$ cat config.mk
export PLATFORM = sky130hd
export DESIGN_NAME = fb_arbiter
export DESIGN_NICKNAME = d
export VERILOG_FILES = /design/src/rtl/fb_pkg.sv /design/src/rtl/fb_swap_ctrl.sv /design/src/rtl/fb_arbiter.sv
export SDC_FILE = /design/constraint.sdc
export NUM_CORES = 1
export LEC_CHECK = 0
export CAP_MARGIN = 10
export CORE_MARGIN = 2
export CORE_UTILIZATION = 30
export DETAILED_ROUTE_END_ITERATION = 7
export GPL_TIMING_DRIVEN = 0
export PLACE_DENSITY = 0.95
export SLEW_MARGIN = 40
export SYNTH_ARGS = -nofsm -noshare
export SYNTH_HDL_FRONTEND = slang
export SYNTH_SLANG_ARGS = --single-unit
$ cat constraint.sdc
create_clock -name clk -period 4.62 [get_ports clk]
set_clock_uncertainty 0.15 [all_clocks]
set_input_delay 0.924 -clock clk [delete_from_list [all_inputs] [get_ports clk]]
set_output_delay 0.924 -clock clk [all_outputs]
set_load 0.02 [all_outputs]
$ cat src/rtl/fb_pkg.sv
// fb_pkg: shared framebuffer geometry, default widths and write FSM states
package fb_pkg;
  localparam int H_ACTIVE = 640;
  localparam int V_ACTIVE = 480;
  localparam int FB_PIXELS = H_ACTIVE * V_ACTIVE;
  localparam int FB_ADDR_W = 19;
  localparam int FB_DATA_W = 12;
  typedef enum logic {IDLE, ACK} wr_state_e;
endpackage

$ cat src/rtl/fb_swap_ctrl.sv
// fb_swap_ctrl: holds a page swap pending until vertical blank, then toggles the displayed page
module fb_swap_ctrl
  import fb_pkg::*;
(
  input  logic clk,
  input  logic i_sclr,
  input  logic i_swap_req,
  input  logic i_vblank_start,
  output logic o_swap_busy,
  output logic o_swap_done,
  output logic o_disp_page
);
  logic pending_q, pending_d, page_q, page_d, done_q, swap;
  always_comb begin
    swap = i_vblank_start & (pending_q | i_swap_req);
    pending_d = ~swap & (pending_q | i_swap_req);
    page_d = page_q ^ swap;
  end
  always_ff @(posedge clk) begin
    if (i_sclr) begin
      pending_q <= 1'b0;
      page_q <= 1'b0;
      done_q <= 1'b0;
    end else begin
      pending_q <= pending_d;
      page_q <= page_d;
      done_q <= swap;
    end
  end
  assign o_swap_busy = pending_q;
  assign o_swap_done = done_q;
  assign o_disp_page = page_q;
endmodule

$ cat src/rtl/fb_arbiter.sv
// fb_arbiter: single-port framebuffer arbiter; scan-out reads win, writer takes the spare cycles
module fb_arbiter
  import fb_pkg::*;
#(
  parameter int ADDR_W = FB_ADDR_W,
  parameter int DATA_W = FB_DATA_W
) (
  input  logic              clk,
  input  logic              i_sclr,
  input  logic              i_px_clk,
  input  logic              i_rd_req,
  input  logic [ADDR_W-1:0] i_rd_addr,
  output logic [DATA_W-1:0] o_rd_data,
  output logic              o_rd_valid,
  input  logic              i_wr_req,
  input  logic [ADDR_W-1:0] i_wr_addr,
  input  logic [DATA_W-1:0] i_wr_data,
  output logic              o_wr_ack,
  input  logic              i_swap_req,
  input  logic              i_vblank_start,
  output logic              o_swap_busy,
  output logic              o_swap_done,
  output logic              o_disp_page,
  output logic [ADDR_W:0]   o_mem_addr,
  output logic              o_mem_we,
  output logic [DATA_W-1:0] o_mem_wdata,
  input  logic [DATA_W-1:0] i_mem_rdata
);
  wr_state_e state_q, state_d;
  logic rd_slot, wr_go, rd_p1_q, rd_valid_q;
  logic [DATA_W-1:0] rd_data_q;
  fb_swap_ctrl u_swap (
    .clk           (clk),
    .i_sclr        (i_sclr),
    .i_swap_req    (i_swap_req),
    .i_vblank_start(i_vblank_start),
    .o_swap_busy   (o_swap_busy),
    .o_swap_done   (o_swap_done),
    .o_disp_page   (o_disp_page)
  );
  // Writes target the back page, reads the displayed one
  always_comb begin
    rd_slot = i_px_clk & i_rd_req;
    wr_go = (state_q == IDLE) & i_wr_req & ~rd_slot & ~o_swap_busy & ~i_sclr;
    state_d = wr_go ? ACK : IDLE;
    o_mem_addr = rd_slot ? {o_disp_page, i_rd_addr} : wr_go ? {~o_disp_page, i_wr_addr} : '0;
    o_mem_we = wr_go;
    o_mem_wdata = wr_go ? i_wr_data : '0;
  end
  always_ff @(posedge clk) begin
    if (i_sclr) begin
      state_q <= IDLE;
      rd_p1_q <= 1'b0;
      rd_valid_q <= 1'b0;
      rd_data_q <= '0;
    end else begin
      state_q <= state_d;
      rd_p1_q <= rd_slot;
      rd_valid_q <= rd_p1_q;
      if (rd_p1_q) rd_data_q <= i_mem_rdata;
    end
  end
  assign o_wr_ack = (state_q == ACK);
  assign o_rd_valid = rd_valid_q;
  assign o_rd_data = rd_data_q;
endmodule

# Yosys cells after proc, flatten, opt, wreduce, memory -nomap -nowiden
# Index checks and enable logic that the tools add are counted.
# Widths: inputs -> output; s select.
[op_classes]
mux = 4
bitwise = 15
[op_table]
columns = ["operator", "count"]
rows = [
  ["$mux 20", 2],
  ["$mux 12", 1],
  ["$and 1x1->1", 7],
  ["$not 1->1", 6],
  ["$mux 1", 1],
  ["$or 1x1->1", 1],
  ["$xor 1x1->1", 1],
]
[word_totals]
ff_bits = 18
inputBits = 69
wordCells = 26

# Longest topological paths before layout
[depth]
word_depth = 7
depth_mapped = 4
ltp_nobuf = 2

# Hierarchy
# From an unflattened synthesis, not the netlist that was laid out.
[unflattened]
cells_unflattened = 122
hier_area_um2 = 1081.0
[modules_own_cells]
columns = ["mod", "n_inst", "cells_each", "area_each_um2", "seq_area_each_um2"]
rows = [
  ["fb_arbiter", 1, 112, 978.4, 300.3],
  ["fb_swap_ctrl", 1, 10, 102.6, 60.1],
]

# Worst setup path after synthesis
# No wires, ideal clock.
[synth_timing]
kind = "input-to-output"
from = "input i_sclr"
to = "output o_mem_we"
arrival_ps = 1916
required_time_ps = 3546
path_slack_ps = 1630
stages = 3
path_buffers = 1
path_cell_list = "buf_6 > or4b_4 > a21oi_1"
[synth_via]
elab_chain_len = 2
[synth_lines]
columns = ["element", "line_no", "source"]
rows = [
  ["from (decl)", "fb_arbiter.sv:9", "input logic i_sclr,"],
  ["$not 1->1", "fb_arbiter.sv:44", "wr_go = (state_q == IDLE) & i_wr_req & ~rd_slot & ~o_swap_busy & ~i_sclr;"],
  ["$and 1x1->1", "fb_arbiter.sv:44", ""],
  ["to (decl)", "fb_arbiter.sv:25", "output logic o_mem_we,"],
]
# No other way between the ends.

# Worst setup path in the final report
[layout_timing]
from = "input i_sclr"
to = "output o_mem_addr[6]"
[layout_via]
elab_chain_len = 4
[layout_lines]
columns = ["element", "line_no", "source"]
rows = [
  ["$not 1->1", "fb_arbiter.sv:44", ""],
  ["$and 1x1->1", "fb_arbiter.sv:44", ""],
  ["$mux 20 (2 in series)", "fb_arbiter.sv:46", "o_mem_addr = rd_slot ? {o_disp_page, i_rd_addr} : wr_go ? {~o_disp_page, i_wr_addr} : '0;"],
  ["to (decl)", "fb_arbiter.sv:24", "output logic [ADDR_W:0] o_mem_addr,"],
]
# No other way between the ends.

==> results.json <==
{
  "crit_required_ns": 3.55,
  "switching_power_mw": 0.126,
  "critical_path_class": "in2out",
  "r2r_start": "rd_p1_q",
  "track_usage_pct": 21.9,
  "die_width_um": 63.5,
  "cts.clk_slew.worst_paths_ns": 0.09,
  "dpl.hpwl_um": 3580,
  "wl_um": 4340,
  "ys_ff_latch": 18,
  "peakVddDrop_mv": 0.220,
  "synth_warnings": 0,
  "layout_min_cycle_time_ns": 3.94,
  "io_pins": 119,
  "drv_cap": 0,
  "intPower_mw": 0.321,
  "cts_hold_buf": 0,
  "tns_ns": 0,
  "clock-sinks": 18,
  "syn2layout_area_growth_pct": 120,
  "ys_seq_area_share_pct": 33.9,
  "tightest_slew_ns": 0.473,
  "hp-start": "o_rd_data[6]",
  "synthCells": 123,
  "drt_pass1_iterations": 5,
  "post_cts_resized": 0,
  "cts_buffers": 3,
  "drc_errors": 0,
  "postCtsSetupBuffers": 0,
  "fmax_mhz": 254,
  "cp.arrival_ns": 2.86,
  "slew_headroom_pct": 68.5,
  "syn_nets": 192,
  "pwr-share-seq_pct": 37.0,
  "insertedDiodeCount": 0,
  "startpoint": "i_sclr",
  "port-buffer-count": 118,
  "timing.rr.end": "o_rd_data[10]",
  "htreeDepth": 1,
  "antenna_found_initial": 0,
  "critPathLaunchType": "input port",
  "reg2reg_slack_ns": 3.21,
  "drv_slew": 0,
  "post_drt_wl_per_cell_um": 14.9,
  "clkPwrFrac_pct": 21.5,
  "start_util_pct": 31.6,
  "final_common_cell": "clkdlybuf4s50_1",
  "grt_pass1_wl_um": 7040,
  "cts_tree": "done",
  "clock-root-buffer": "clkbuf_4",
  "via_per_inst": 4.93,
  "ant_nets": 0,
  "setup_viol": 0,
  "fill_cells": 310,
  "die_h_um": 63.5,
  "pre_cts_ws_ns": 0.663,
  "comb_power_share_pct": 41.5,
  "synth.cell_area_sq_mm": 0.00106,
  "gp_congestion": 0.784,
  "grt_max_degree": 11,
  "rsz0062_at_grt": "false",
  "layout.cells.non_filler": 291,
  "sw_frac_of_total_pct": 28.2,
  "endpoint": "o_mem_addr[6]",
  "dpl_cell_area_sq_mm": 0.00230,
  "fin_crit_sh_pct": 85.2,
  "hold_viol_final": 0,
  "synth_edf_count": 0,
  "dp.cells": 287,
  "die_area_sq_mm": 0.00404,
  "status": "completed",
  "worstSetupEndpointType": "primary output",
  "clkLatencyLatePin_ns": 0.29,
  "synth-main-ff-cell": "dfxtp_1",
  "p_total_mw": 0.447,
  "num-nets-final": 315,
  "drive_above_1_share_pct": 12.7,
  "power.leakage_nw": 0.980,
  "crit_fanout": 10,
  "async_flop_share_pct": 0,
  "power.density_mw_per_mm2": 191,
  "layout_common_cells": "clkdlybuf4s50_1, and3_1, a31o_2, dfxtp_1, nor2_1",
  "ys_types": 21,
  "drtIter0Drc": 67,
  "fin_ws_ns": 0.685,
  "hp-class": "reg2reg",
  "fp-row-count": 21,
  "cts_buffer_depth": 2,
  "grt_pass1_vias": 1510,
  "reg2regPathDepth": 4,
  "final_area_sq_mm": 0.00234,
  "coreArea_sq_mm": 0.00336,
  "grt.overflow.total": 0,
  "avgSynthCellArea_sq_um": 8.65,
  "via_count": 1435
}
-- power by group through the flow --
stage / combinational [mW] / clock (mW) / sequential, mW
after global routing: 0.198 / 0.108 / 0.167
after detailed placement: 0.185 / 0 / 0.169
after global placement: 0.181 / 0 / 0.169
after CTS: 0.186 / 0.101 / 0.166
after floorplan: 0.0678 / 0 / 0.176
final: 0.185 / 0.0961 / 0.166
-- worst max-delay path: stages --
cell	delay (ns)
clkdlybuf4s50_1	0.45
nor4b_2	0.39
buf_2	0.29
a31o_2	0.18
clkdlybuf4s50_1	0.62
-- how the worst min path moves through the flow --
stage                         to  slack (ns)  depth (start not counted)
floorplan           o_rd_data[4]        0.43                          2
global placement    o_rd_data[4]        0.32                          2
detailed placement  o_rd_data[5]        0.33                          2
CTS                 o_rd_data[0]        0.36                          2
global route        o_rd_data[3]        0.39                          2
finish              o_rd_data[6]        0.35                          2
-- sequential cells by signal, summed over array words and instances (netlist names) --
signal / cells
u_swap.o_swap_done: 1
o_rd_valid: 1
o_wr_ack: 1
o_rd_data: 12
rd_p1_q: 1
u_swap.o_disp_page: 1
u_swap.o_swap_busy: 1
-- area by class of cell --
| cell class | instances | area [sq um] | share of cell area [%] |
|---|---|---|---|
| Buffer | 14 | 65.1 | 2.78 |
| Sequential cell | 18 | 360 | 15.4 |
| Timing Repair Buffer | 118 | 1180 | 50.5 |
| Clock buffer | 4 | 36.3 | 1.55 |
| Multi-Input combinational cell | 91 | 638 | 27.3 |
| Tap cell | 46 | 57.6 | 2.46 |
-- layer usage --
layer	share of wire [%]	track usage, %	routed length, um
met1	38	24.5	1670
met2	53	39.3	2290
met3	5.8	5.36	252
met4	3.0	8.97	130
met5	0	0	0
-- cell usage after synthesis, types with 2 or more instances --
cell,instances,share of area [%]
nor2_1,15,5.3
clkbuf_1,9,3.2
buf_2,3,1.4
a31o_2,19,16
dfxtp_1,18,34
nor2b_1,2,1.2
a21oi_1,2,0.94
mux2i_1,12,11
and3_1,31,18
-- through the flow --
step / util (%) / hold slack [ns]
2_1_floorplan: - / 0.431
3_3_place_gp: 68.5 / 0.324
3_5_place_dp: 68.5 / 0.334
4_1_cts: 69.5 / 0.361
5_1_grt: 69.5 / 0.395
6_report: 69.5 / 0.353
-- cells by family (layout without fill, tap and decap cells) --
| kind of cell | after synthesis | count (layout) | share of synthesized area, % |
|---|---|---|---|
| AND/OR/NAND/NOR | 54 | 54 | 29.4 |
| AO/OA/AOI/OAI | 24 | 24 | 18.2 |
| flip-flops | 18 | 18 | 33.9 |
| buffers and inverters | 14 | 136 | 6.12 |
| multiplexers | 13 | 13 | 12.4 |
Note: power is estimated with default switching activity, not from simulation.
